<file path="config.mk">
export PLATFORM = sky130hd
export DESIGN_NAME = address_memory_responder
export DESIGN_NICKNAME = d
export VERILOG_FILES = /design/src/rtl/address_memory_responder_pkg.sv /design/src/rtl/address_memory_responder_mem.sv /design/src/rtl/address_memory_responder.sv
export SDC_FILE = /design/constraint.sdc
export NUM_CORES = 2
export LEC_CHECK = 0
export ABC_AREA = 1
export CAP_MARGIN = 30
export CORE_UTILIZATION = 40
export DETAILED_ROUTE_END_ITERATION = 10
export SLEW_MARGIN = 30
export SYNTH_ARGS = -nofsm -noshare
export SYNTH_HDL_FRONTEND = slang
export SYNTH_SLANG_ARGS = --single-unit
</file>
<file path="constraint.sdc">
create_clock -name Clock -period 26.3 [get_ports Clock]
set_clock_uncertainty 0.2 [all_clocks]
set_input_delay 5.26 -clock Clock [delete_from_list [all_inputs] [get_ports Clock]]
set_output_delay 5.26 -clock Clock [all_outputs]
set_load 0.01 [all_outputs]
</file>
<file path="src/rtl/address_memory_responder_pkg.sv">
// Shared definitions for the address memory responder: FSM state encoding
// and the default memory geometry.
package address_memory_responder_pkg;

    // Default memory size in bytes and the matching address width.
    localparam int DEFAULT_DEPTH = 256;
    localparam int DEFAULT_ABITS = 8;

    // Access sequencer states. The encoding is fixed so that external
    // observers (debug taps, formal harnesses) can rely on it.
    typedef enum logic [1:0] {
        IDLE = 2'b00,
        ACC0 = 2'b01,
        ACC1 = 2'b10,
        DONE = 2'b11
    } state_e;

    // True when the state is an active memory access cycle.
    function automatic logic is_access(input state_e s);
        return (s == ACC0) || (s == ACC1);
    endfunction

endpackage

</file>
<file path="src/rtl/address_memory_responder_mem.sv">
// DEPTH x 8 byte storage: one synchronous write port and one combinational
// read port sharing a single address. Deliberately has no reset, so the
// contents survive a reset of the surrounding sequencer.
module memory_byte_array #(
    parameter int DEPTH = 256,
    parameter int ABITS = 8
) (
    input  logic             clk_i,
    input  logic             we_i,
    input  logic [ABITS-1:0] addr_i,
    input  logic [7:0]       wdata_i,
    output logic [7:0]       rdata_o
);

    logic [7:0] mem_q [DEPTH];

    // Byte write on the rising edge when enabled.
    always_ff @(posedge clk_i) begin
        if (we_i) begin
            mem_q[addr_i] <= wdata_i;
        end
    end

    assign rdata_o = mem_q[addr_i];

endmodule

</file>
<file path="src/rtl/address_memory_responder.sv">
// Byte/word memory responder. A request accepted in IDLE is latched, then
// the sequencer walks ACC0 (byte A), optionally ACC1 (byte A+1, wrapping
// modulo DEPTH) and DONE, where Ack pulses for one cycle. Words are stored
// little-endian, one byte per cycle.
module address_memory_responder
    import address_memory_responder_pkg::*;
#(
    parameter int DEPTH = DEFAULT_DEPTH,
    parameter int ABITS = DEFAULT_ABITS
) (
    input  logic        Clock,
    input  logic        Reset,
    input  logic [15:0] Address,
    input  logic [15:0] WrData,
    input  logic        Req,
    input  logic        Write,
    input  logic        Word,
    output logic [15:0] RdData,
    output logic        Ack,
    output logic        Busy
);

    state_e           state_q, state_d;
    logic [ABITS-1:0] addr_q, addr_d;
    logic [15:0]      wdata_q, wdata_d;
    logic             write_q, write_d;
    logic             word_q, word_d;
    // Low byte of a word read is parked here so RdData only changes as the
    // whole result becomes valid on entry to DONE.
    logic [7:0]       rbuf_q, rbuf_d;
    logic [15:0]      rdata_q, rdata_d;

    logic [ABITS-1:0] mem_addr;
    logic [7:0]       mem_wdata;
    logic [7:0]       mem_rdata;
    logic             mem_we;

    // Address bits above ABITS alias onto the same storage.
    if (ABITS < 16) begin : g_addr_hi
        logic unused_addr_hi;
        assign unused_addr_hi = ^Address[15:ABITS];
    end

    // Memory port steering: ACC1 targets the next byte, the ABITS-wide add
    // wraps DEPTH-1 back to 0. The write enable is decoded from the state
    // register so an asynchronous reset cancels any pending byte write.
    always_comb begin
        mem_addr  = addr_q;
        mem_wdata = wdata_q[7:0];
        if (state_q == ACC1) begin
            mem_addr  = addr_q + ABITS'(1);
            mem_wdata = wdata_q[15:8];
        end
        mem_we = write_q && is_access(state_q);
    end

    memory_byte_array #(
        .DEPTH (DEPTH),
        .ABITS (ABITS)
    ) u_mem (
        .clk_i   (Clock),
        .we_i    (mem_we),
        .addr_i  (mem_addr),
        .wdata_i (mem_wdata),
        .rdata_o (mem_rdata)
    );

    // Next-state, request latching and read-result assembly.
    always_comb begin
        state_d = state_q;
        addr_d  = addr_q;
        wdata_d = wdata_q;
        write_d = write_q;
        word_d  = word_q;
        rbuf_d  = rbuf_q;
        rdata_d = rdata_q;
        case (state_q)
            IDLE: begin
                // Req is only looked at here; requests while busy are dropped.
                if (Req) begin
                    state_d = ACC0;
                    addr_d  = Address[ABITS-1:0];
                    wdata_d = WrData;
                    write_d = Write;
                    word_d  = Word;
                end
            end
            ACC0: begin
                if (!write_q) begin
                    if (word_q) begin
                        rbuf_d = mem_rdata;
                    end else begin
                        rdata_d = {8'h00, mem_rdata};
                    end
                end
                state_d = word_q ? ACC1 : DONE;
            end
            ACC1: begin
                if (!write_q) begin
                    rdata_d = {mem_rdata, rbuf_q};
                end
                state_d = DONE;
            end
            DONE: begin
                state_d = IDLE;
            end
            default: begin
                state_d = IDLE;
            end
        endcase
    end

    // State and request registers; reset returns to IDLE and clears the
    // read result without touching memory.
    always_ff @(posedge Clock or posedge Reset) begin
        if (Reset) begin
            state_q <= IDLE;
            addr_q  <= '0;
            wdata_q <= '0;
            write_q <= 1'b0;
            word_q  <= 1'b0;
            rbuf_q  <= '0;
            rdata_q <= '0;
        end else begin
            state_q <= state_d;
            addr_q  <= addr_d;
            wdata_q <= wdata_d;
            write_q <= write_d;
            word_q  <= word_d;
            rbuf_q  <= rbuf_d;
            rdata_q <= rdata_d;
        end
    end

    assign RdData = rdata_q;
    assign Ack    = (state_q == DONE);
    assign Busy   = (state_q != IDLE);

endmodule
</file>
== Yosys cells after proc, flatten, opt, wreduce, memory -nomap -nowiden ==
Memories as Yosys holds them, arrays and structs flattened.
Index checks and enable logic that the tools add are counted.
Storage, ports and cells
  output and inout bits: 18
  memories kept: 1
  bits in writable memories: 2048
  logic and storage cells: 36
  register bits: 52
  input bits: 37
Operators by class
  bitwise logic cells: 1
  equality and inequality tests: 7
  reduce and logical (&&, ||, !) cells: 8
  mux-type cells: 11
  add/subtract/negate cells: 1
Memory list
  u_mem.mem_q: words 256, width 8, read ports 1, clocked after memory_dff 0, write ports 1, line address_memory_responder_mem.sv:15  | logic [7:0] mem_q [DEPTH];
Operator list (number)
  $mux 16: 3
  $pmux 16 s2: 1
  $mux 8: 2
  $add 8x1->8 const B: 1
  $ne 2x2->1 const B: 4
  $pmux 2 s4: 1
  $eq 2x2->1 const B: 2
  $reduce_and 4->1: 1
  $reduce_bool 2->1: 2
  $mux 1: 3
  $reduce_and 3->1: 1
  $eq 2x1->1 const B: 1
  $logic_not 2->1: 1
  $mux 2: 1
  $reduce_and 2->1: 1
  $logic_and 1x1->1: 1
  $logic_or 1x1->1: 1
  $not 1->1: 1

== Logic depth before layout (Yosys ltp) ==
An unclocked memory read counts as a cell.
  depth in word-level cells: 6
  depth in mapped cells: 22

== Cells and area by module ==
A second synthesis with hierarchy kept.
Unflattened totals
  cell total of the unflattened synthesis: 8321
  area, all modules: 87146.1 µm²
Modules (own cells, without submodules)
  memory_byte_array: cells an instance 8013, instances 1, sequential area each 61499.0 µm², area each 84696.2 µm²
  address_memory_responder: cells an instance 308, instances 1, sequential area each 1301.2 µm², area each 2449.8 µm²

== Least setup slack after synthesis ==
Ideal clock, no wire load.
  kind: reg-to-reg
  start: reg state_q[0]
  end: mem u_mem.mem_q[0][5] (data pin)
  required time: 23913 ps
  slack: 12840 ps
  buffers on the path: 2
  cell stages (with the launch flop): 6
  arrival time: 11073 ps
  cell sequence: dfrtp_1 -> inv_1 -> ha_1 -> buf_2 -> clkbuf_1 -> o21ai_0
Between the ends
  word-level cells in the longest chain between the ends: 2
RTL lines
  from (decl): line address_memory_responder.sv:23  | state_e state_q, state_d;
  from (signal assigned): line address_memory_responder.sv:125  | state_q <= state_d;
  $eq 2x2->1: line address_memory_responder.sv:50  | if (state_q == ACC1) begin
  $mux 8: line address_memory_responder.sv:50
  via mem_wdata[5]: line address_memory_responder.sv:34  | logic [7:0] mem_wdata;
  to (decl): line address_memory_responder_mem.sv:15
The timed path passes the listed nets, and every way through them passes these cells.

== Final worst setup path ==
  start: reg state_q[0]
  end: out Busy
Between the ends
  word-level cells in the longest chain between the ends: 1
RTL lines
  $reduce_bool 2->1: line address_memory_responder.sv:137  | assign Busy = (state_q != IDLE);
  to (decl): line address_memory_responder.sv:20  | output logic Busy
No other way between the ends.

==> metrics <==
status=finished clean; postcts setup bufs=0; GRT overflow=0; Crit Path Class=reg -> out; Hold Vio Cnt, Final=0; CP Capture Type=output port; CP Data Required Time=about 21 ns; Internal Pwr Total=7430 uW; Net Count, Synth=8660; max incr delay on CP=roughly 0.53 ns; period utilisation layout=29.1%; Most used DFF post-synth=edfxtp_1; Placeable Area=~220000 sq um; non-filler cells, final=11.6k; synthesized flop and latch total=2100; Comb power frac=between 40% and 50%; Synth area leaders=edfxtp_1, nand2_1, nand3_1, nor2_1, buf_2; Via-to-Cell Ratio=about 5.0; vias in the first global route=55.9k; die width=473 um; Clock Power Share=between 20% and 30%; Slew @ Worst Pin=between 1 and 1.5 ns; Netlist cell types=26; fraction of layout cells with a size suffix above 1=about 5.2%; DRC Markers=0; Critical Path, Cell by Cell=inv_1 > ha_1 > inv_1 > clkdlybuf4s50_1; Net Sw Frac=44.0%; final antenna-violating net count=0; worst-skew pair later-pin latency=0.85 ns; Post-Syn Instances=8617; CTS buffer count=208; HP Class=reg -> reg; routed wire length=231 mm; Nets=8532; Initial Util=40.3%; first-pass GRT wire length=349 mm; delay-heaviest family, CP=buffers and inverters; Initial DRT Pass Iterations=8; clk sinks=roughly 2.1k; Reg clk slew, reported paths=0.06 ns; TNS Setup=0 ns; Psw=5840 uW; Total Die Area=224000 sq um; RSZ-0062 raised after global routing=no; Via Count=58.7k; Final Max Slew Viols=0; Seq/Total Area, Yosys=70.8%; gr usage total=20.5%; row cnt=172; initial DRC count=5970; Final Wtd Congestion=0.855; initial antenna violation count=5; most frequent CP cell=inv_1; I/O pin total=55; count leader, synth=nand2_1; Post-synth ARST share=2.48%; CP Launch Type=register; Final setup viols=0; largest net degree at the start of global routing=193; top cells by count, synth=nand2_1, edfxtp_1, nand3_1, nor2_1, buf_2; routed len/inst=19.9 um; Flop pwr share=34.2%; syn_area_per_cell=10.3 sq um; Achievable Freq=around 0.13 GHz; post-DP HPWL=124 mm; clock buffer depth=3; area leader, netlist=edfxtp_1; Yosys top cell area share=69.4%; post-synthesis instance area=slightly below 90000 sq um; Critical Path AT=roughly 2.2 ns; post-cts sizing count=0; EDFF count, synth=between 2k and 2.5k; root buffer cell=clkbuf_16; Max FO, Critical Path=5; total of max-cap violations=0; worst vdd ir=0.249 mV; Post-CTS Hold Fix Bufs=0; die height=473 um; Power per Cell Area=135 nW/um^2; slowest CP cell=clkdlybuf4s50_1; fin crit period=7.66 ns; P&R area growth vs syn=11.1%; CTS tree=built; Ys Warns=0; Slew HR=between 20 and 30%; Static Leakage=0.0394 uW; Port Buffer Count=between 40 and 50; fillcell total=20.4k; placed cells=11.2k; H-tree depth=4; n_diodes=0; Crit path buffers/inverters=3
[power by group through the flow]
| stage | registers (uW) | clock network [uW] | logic, uW |
|---|---|---|---|
| final | 4540 | 2900 | 5840 |
| after global routing | 4550 | 3050 | 6430 |
| after CTS | 4550 | 2930 | 5780 |
| after detailed placement | 4620 | 0 | 5760 |
| after global placement | 4620 | 0 | 5700 |
| after floorplan | 5180 | 0 | 3670 |
[metal layers]
| layer | vias to the layer above | GRT usage (%) | part of all wire [%] |
|---|---|---|---|
| li1 | 28090 | - | - |
| met1 | 28211 | 29.0 | 44 |
| met2 | 2065 | 32.3 | 46 |
| met3 | 314 | 3.44 | 7.7 |
| met4 | 2 | 6.28 | 2.7 |
| met5 | - | 0 | 0.0056 |
[metrics by stage]
stage / power (uW) / util, % / worst slack (ns) / hold WS (ns) / cell area (sq um)
2_1_floorplan: 8850 / - / 12.84 / 0.250 / 88700
3_3_place_gp: 10300 / 41.7 / 19.24 / 0.268 / 91600
3_5_place_dp: 10400 / 41.7 / 19.21 / 0.267 / 91700
4_1_cts: 13300 / 44.7 / 18.57 / 0.284 / 98300
5_1_grt: 14000 / 44.8 / 18.54 / 0.299 / 98500
6_report: 13300 / 44.8 / 18.64 / 0.277 / 98500
[state kept, by name, indices dropped and copies added, names as in the netlist]
register	cells
RdData	16
word_q	1
u_mem.mem_q	2048
write_q	1
addr_q	8
state_q	2
wdata_q	16
rbuf_q	8
[tightest hold or removal path, cell delays in order (launching register included)]
cell and delay [ns]:
dfrtp_1 0.34, nand2_1 0.05, nand2_1 0.05
[worst paths after layout]
kind                             from           to  slack (ns)  depth (start not counted)
max in group asynchronous       Reset  wdata_q[10]       20.81                          2
max reg2reg                state_q[0]   RdData[15]       19.14                         23
min in group asynchronous       Reset    addr_q[5]        4.66                          2
max                        state_q[0]         Busy       18.64                          4
min                        RdData[12]   RdData[12]        0.28                          2
min reg2reg                RdData[12]   RdData[12]        0.28                          2
[kinds of logic (layout without fill, tap and decap cells)]
kind of cell / after synthesis / after routing / synth area share (%)
AND/OR/NAND/NOR: 5807 / 5807 / 25.3
flip-flops: 2100 / 2100 / 70.8
buffers and inverters: 524 / 571 / 2.65
AO/OA/AOI/OAI: 166 / 166 / 0.975
multiplexers: 11 / 11 / 0.140
adder cells (fa/ha/maj): 6 / 6 / 0.0847
XOR/XNOR: 3 / 3 / 0.0296
[placed cells by master (no fill, tap or decap), types with 9 or more instances in the layout]
master and n:
clkdlybuf4s50_1 46, dfrtp_1 52, o21ai_4 9, o21ai_1 92, nor2_4 10, buf_4 66
bufinv_16 17, edfxtp_1 2048, nor2_1 356, buf_12 13, clkbuf_1 28, o21ai_0 41
mux2_2 11, inv_1 37, nand3_1 427, nand2_1 4984, clkinv_2 49, clkinv_1 65
clkbuf_16 211, nand2_2 16, a21oi_1 16
[area by class of cell]
cell class	count	area, sq um	area share (%)
clock buffer	238	5360	5.44
multi-input combinational	5993	23700	24.1
inverter	46	183	0.186
clock inverter	147	1220	1.24
tap	2958	3700	3.76
sequential	2100	62800	63.8
timing repair buffer	140	1480	1.51
Note: power is estimated with default switching activity, not from simulation.
